**src/rtl/gen_toggle_event_detect.sv**
```systemverilog
// gen_toggle_event_detect
//   Toggle-event source for the toggle-coverage point bank. Each probed bit
//   is handled by one lane. A lane registers rise and fall pulses and keeps
//   that bit's seen mask. The top level handles warm-up, priming and the
//   coverage statistics.
//   Optional build macro: TOGGLE_ONCE_EN. When it is defined, valid reports
//   only first-time events (events whose seen bit was not yet set).

// Per-bit lane: previous sample, edge detect, seen bits, registered pulses.
module gen_toggle_event_detect_lane (
    input  logic gbl_clk,
    input  logic reset,
    input  logic sig,
    input  logic det,       // armed && en for this cycle
    input  logic clr,       // treat seen as empty this cycle
    output logic rise_vld,
    output logic fall_vld,
    output logic rise_new,  // combinational: rise not yet in seen
    output logic fall_new
);
    logic prev;
    logic seen_r, seen_f;
    logic raw_r, raw_f;
    logic base_r, base_f;

    // raw edges against the previous sample, and first-time qualification
    always_comb begin
        raw_r    = det & sig & ~prev;
        raw_f    = det & ~sig & prev;
        base_r   = seen_r & ~clr;
        base_f   = seen_f & ~clr;
        rise_new = raw_r & ~base_r;
        fall_new = raw_f & ~base_f;
    end

    // prev follows sig on every non-reset cycle so re-enabling never sees stale edges
    always_ff @(posedge gbl_clk) begin
        if (!reset) begin
            prev     <= 1'b0;
            seen_r   <= 1'b0;
            seen_f   <= 1'b0;
            rise_vld <= 1'b0;
            fall_vld <= 1'b0;
        end else begin
            prev     <= sig;
            seen_r   <= base_r | raw_r;
            seen_f   <= base_f | raw_f;
`ifdef TOGGLE_ONCE_EN
            rise_vld <= rise_new;
            fall_vld <= fall_new;
`else
            rise_vld <= raw_r;
            fall_vld <= raw_f;
`endif
        end
    end
endmodule

module gen_toggle_event_detect #(
    parameter int WIDTH  = 23,
    parameter int WARMUP = 4,
    localparam int NB    = 2 * WIDTH,
    localparam int CW    = $clog2(NB + 1)
) (
    input  logic          gbl_clk,
    input  logic          reset,
    input  logic [WIDTH-1:0] sig,
    input  logic          en,
    input  logic          clr_seen,
    output logic [NB-1:0] valid,
    output logic [CW-1:0] new_hits,
    output logic [CW-1:0] covered_cnt,
    output logic          all_covered
);
    localparam logic [7:0] WARM_LIM = 8'(WARMUP);

    logic          primed;
    logic [7:0]    warm;
    logic          armed;
    logic          det;
    logic [NB-1:0] new_vec;
    logic [CW-1:0] hits_nxt;
    logic [CW-1:0] covered_nxt;

    function automatic logic [CW-1:0] popcnt(input logic [NB-1:0] v);
        logic [CW-1:0] c;
        c = '0;
        for (int i = 0; i < NB; i++) c = c + CW'(v[i]);
        return c;
    endfunction

    gen_toggle_event_detect_lane u_lane [WIDTH-1:0] (
        .gbl_clk  (gbl_clk),
        .reset    (reset),
        .sig      (sig),
        .det      (det),
        .clr      (clr_seen),
        .rise_vld (valid[WIDTH-1:0]),
        .fall_vld (valid[NB-1:WIDTH]),
        .rise_new (new_vec[WIDTH-1:0]),
        .fall_new (new_vec[NB-1:WIDTH])
    );

    // arming and the next coverage statistics
    always_comb begin
        armed       = primed && (warm == WARM_LIM);
        det         = armed && en;
        hits_nxt    = popcnt(new_vec);
        covered_nxt = clr_seen ? hits_nxt : covered_cnt + hits_nxt;
    end

    // first sample only primes; warm-up counts the cycles after priming
    always_ff @(posedge gbl_clk) begin
        if (!reset) begin
            primed <= 1'b0;
            warm   <= 8'd0;
        end else begin
            primed <= 1'b1;
            if (primed && warm < WARM_LIM) warm <= warm + 8'd1;
        end
    end

    // statistics registered alongside the valid pulses
    always_ff @(posedge gbl_clk) begin
        if (!reset) begin
            new_hits    <= '0;
            covered_cnt <= '0;
            all_covered <= 1'b0;
        end else begin
            new_hits    <= hits_nxt;
            covered_cnt <= covered_nxt;
            all_covered <= (covered_nxt == CW'(NB));
        end
    end
endmodule
```
**config.mk**
```make
export PLATFORM = sky130hd
export DESIGN_NAME = gen_toggle_event_detect
export DESIGN_NICKNAME = d
export VERILOG_FILES = /design/src/rtl/gen_toggle_event_detect.sv
export SDC_FILE = /design/constraint.sdc
export NUM_CORES = 1
export LEC_CHECK = 0
export ABC_AREA = 1
export CAP_MARGIN = 20
export CELL_PAD_IN_SITES_DETAIL_PLACEMENT = 1
export CELL_PAD_IN_SITES_GLOBAL_PLACEMENT = 1
export CORE_ASPECT_RATIO = 1.2
export CORE_MARGIN = 5
export CORE_UTILIZATION = 37
export DETAILED_ROUTE_END_ITERATION = 10
export PLACE_DENSITY_LB_ADDON = 0.1
export SETUP_SLACK_MARGIN = 0.5
export SYNTH_ARGS = -nofsm -noshare
export SYNTH_HDL_FRONTEND = slang
export SYNTH_SLANG_ARGS = --single-unit
```
**constraint.sdc**
```tcl
create_clock -name gbl_clk -period 7.35 [get_ports gbl_clk]
set_input_delay 1.47 -clock gbl_clk [delete_from_list [all_inputs] [get_ports gbl_clk]]
set_output_delay 1.47 -clock gbl_clk [all_outputs]
set_load 0.03 [all_outputs]
```
==> metrics.md <==
| Metric | Value |
|---|---|
| Worst setup margin | `-0.313 ns` |
| WP buf/inv | `9` |
| Drt wl/cell | `between 15 and 20 um` |
| Clk_lat worst skew | `approximately 0.43 ns` |
| Power Dens Cells | `approximately 200 nW/um^2` |
| FP Rows | `53` |
| Fillers | `between 2000 and 2500` |
| Global-route wire length before repair | `between 20 and 30 mm` |
| GR Overflow Total | `0` |
| Final Hold Fails | `0` |
| Failing checks | `setup timing` |
| Min-Delay Startpoint | `warm[7]` |
| Slowest stage delay, CP | `0.59 ns` |
| Worst VDD drop | `between 0.1 and 0.15 mV` |
| CTS Buffer Depth | `2` |
| Final setup fails | `6` |
| Final instance count without filler cells | `1184` |
| Critical path's top delay family | `adder cells` |
| Clock Sinks | `137` |
| Post-synthesis mux area share | `0%` |
| CP most frequent cell | `fa_1` |
| Clk_skew | `about 0.0085 ns` |
| Initial antenna violation count | `0` |
| Yosys warns | `0` |
| Reg2Reg Setup Slack | `between 0.15 and 0.2 ns` |
| Cts hold-fix bufs | `0` |
| Worst path slowest cell | `fa_1` |
| Most frequent cells in the layout | `inv_1, dfxtp_1, nand2_1, buf_4, nand3_1` |
| Sequential fraction of the synthesis area | `42.1%` |
| Fin crit period | `7.66 ns` |
| Compound-Gate Fraction of Synth Area | `4.57%` |
| Core area | `~17000 sq um` |
| Share of cells above drive strength 1 | `22.3%` |
| Synthesized area | `roughly 6500 sq um` |
| Adder and majority cell fraction of the synthesized area | `between 10% and 20%` |
| Slew HR | `about a third` |
| Vias in the first global route | `just over 6000` |
| Critical path type | `in -> reg` |
| Placed inst area | `roughly 8000 sq um` |
| Die ar. | `between 20000 and 25000 sq um` |
| Yosys cell types | `24` |
| CTS root buffer | `clkbuf_16` |
| Post-route DRC | `0` |
| Status | `complete, but fails checks` |
| R2r startpoint | `warm[0]` |
| Period utilization | `104%` |
| Crit path launch type | `primary input` |
| Hold path endpoint | `warm[7]` |
| Synth-to-layout area growth | `38.5%` |
| Crit. End Element | `flop` |
| Die width | `131 um` |
| CTS tree | `done` |
| Routed WL | `about 18 mm` |
| Worst Hold Depth | `2` |
| I/O pin total | `86` |
| Gr usage total | `18.0%` |
| Min-Delay Path Class | `reg -> reg` |
| Main combinational cell family by area after synthesis | `simple AND/OR/NAND/NOR gates` |
| Die boundary height | `around 160 um` |
| Synthesized flop and latch total | `~140` |
| Critical path fanouts, max | `5` |
| RePlAce Congestion | `about 0.8` |
| Reg-to-reg endpoint | `all_covered` |
| DP Cell Count | `about 1100` |
| DR vias | `5506` |
| Mapped Cells | `820` |
| Num CTS Buffers | `17` |
| Iteration count of the initial detailed-routing pass | `4` |
| Post-DR vias/cell | `between 4 and 5` |
| WP data required | `approximately 7.7 ns` |
| Reg2Reg Depth | `38` |
| Antenna Diode Count | `0` |
| Port bufs | `85` |
| Worst path arrival time | `around 8.0 ns` |
| Max Slew Vio Count | `0` |
| Routed Antenna Nets | `0` |
| Max cap viols | `0` |
| DP HPWL | `between 10 and 15 mm` |
| XOR/XNOR Fraction of Synth Area | `0.269%` |
| RSZ-0062 raised after global routing | `true` |
| Max frequency | `between 100 and 150 MHz` |
| H-tree depth | `4` |
| Non-Filler Cell Area, Final | `~9000 sq um` |
| Initial Util | `a little under two fifths` |
| Leak | `between 4 and 5 nW` |
| Worst-path clk slew | `~0.060 ns` |
| Most common cell after layout, fill and taps aside | `inv_1` |
| Worst-Margin Slew | `1.03 ns` |
| Avg Synthesized Cell Area | `7.95 sq um` |
| Initial drt markers | `roughly 230` |
| Synth Area in Simple Gates | `19.7%` |
| Largest net degree at the start of global routing | `94` |
| Final-stage net count | `roughly 1000` |
| Post-Syn Nets | `around 900` |
## per-layer routing
metal | part of all wire (%) | track usage (%) | wire length, um | up-vias
met2 | 55 | 33.8 | 9860 | 102
li1 | - | - | - | 2686
met1 | 39 | 19.4 | 7120 | 2689
met5 | 0 | 0 | 0 | -
met3 | 4.0 | 4.79 | 717 | 29
met4 | 1.9 | 6.49 | 346 | 0
## worst max-delay path by stage
stage          slack, ns  startpoint  cells past startpoint              to
4_1_cts            -0.37          en                     37  covered_cnt[5]
5_1_grt            -0.58          en                     37     all_covered
6_report           -0.31     sig[15]                     30     all_covered
3_3_place_gp       -0.92          en                     35  covered_cnt[5]
3_5_place_dp       -1.16          en                     37  covered_cnt[5]
2_1_floorplan      -0.19          en                     35  covered_cnt[5]
## flip-flops by register name (all words and copies together), names as in the netlist
name / cells
u_lane.rise_vld: 23
u_lane.fall_vld: 23
primed: 1
u_lane.seen_r: 23
u_lane.prev: 23
all_covered: 1
warm: 8
covered_cnt: 6
new_hits: 6
u_lane.seen_f: 23
## power breakdown
group / switching (mW) / internal [mW]
clock network: 0.324 / 0.574
registers: 0.00665 / 0.753
logic: 0.0645 / 0.0523
total: 0.396 / 1.38
## stage by stage
step,setup TNS [ns],util (%),hold slack [ns],worst slack [ns],power [mW]
2_1_floorplan,-0.389,-,0.407,-0.193,0.822
3_3_place_gp,-5.55,45.4,0.414,-0.921,0.879
3_5_place_dp,-7.44,45.4,0.426,-1.16,0.884
4_1_cts,-1.53,50.8,0.441,-0.368,1.79
5_1_grt,-2.81,51.8,0.473,-0.576,1.85
6_report,-1.33,51.8,0.437,-0.313,1.77
## final cells by class
cell class / count / area, sq um / share of cell area, %
Tap cell: 220 / 275 / 3.05
Clock inverter: 10 / 169 / 1.87
Clock buffer: 19 / 443 / 4.91
Inverter: 191 / 718 / 7.96
Timing Repair Buffer: 192 / 1780 / 19.7
Sequential cell: 137 / 2740 / 30.4
Multi-Input combinational cell: 415 / 2900 / 32.1
## kinds of logic after synthesis
| family | count (synthesis) |
|---|---|
| AOI/OAI and AO/OA | 59 |
| xor gates and xnor gates | 2 |
| adders and majority gates | 54 |
| buffers and inverters | 268 |
| DFF | 137 |
| and+or+nand+nor | 300 |
## cell usage after synthesis
library cell  count  area (sq um)
and2_1            1          6.26
inv_2             2          7.51
nor3_1            1          5.00
nand3_1         105           526
ha_1             16           200
fa_1             38           761
nor2_1           63           236
o21ai_1          19          95.1
o21a_1            1          7.51
inv_1           189           709
o21ai_0          18          90.1
nand3b_1          2          15.0
xor2_1            1          8.76
buf_1             6          22.5
nand2_1         125           469
buf_6             1          11.3
clkbuf_1         10          37.5
buf_4            51           383
nand4_1           2          12.5
nor4_2            1          12.5
xnor2_1           1          8.76
buf_2             9          45.0
dfxtp_1         137          2740
a21oi_1          21           105
## worst register-to-register path, delay by kind of cell, from the launching register on
kind / cells / cell delay (ns)
adder cells (fa/ha/maj): 11 / 4.63
buffers and inverters: 13 / 1.10
AND/OR/NAND/NOR: 12 / 0.83
flip-flops: 1 / 0.38
XOR/XNOR: 1 / 0.13
AO/OA/AOI/OAI: 1 / 0.04
## repair_timing
item | CTS | global route
endpoints found under the setup margin | 12 | 12
gates resized for setup | 46 | 45
pin swaps | 33 | 30
buffers inserted | 16 | 2
(Power assumes the default switching activity.)
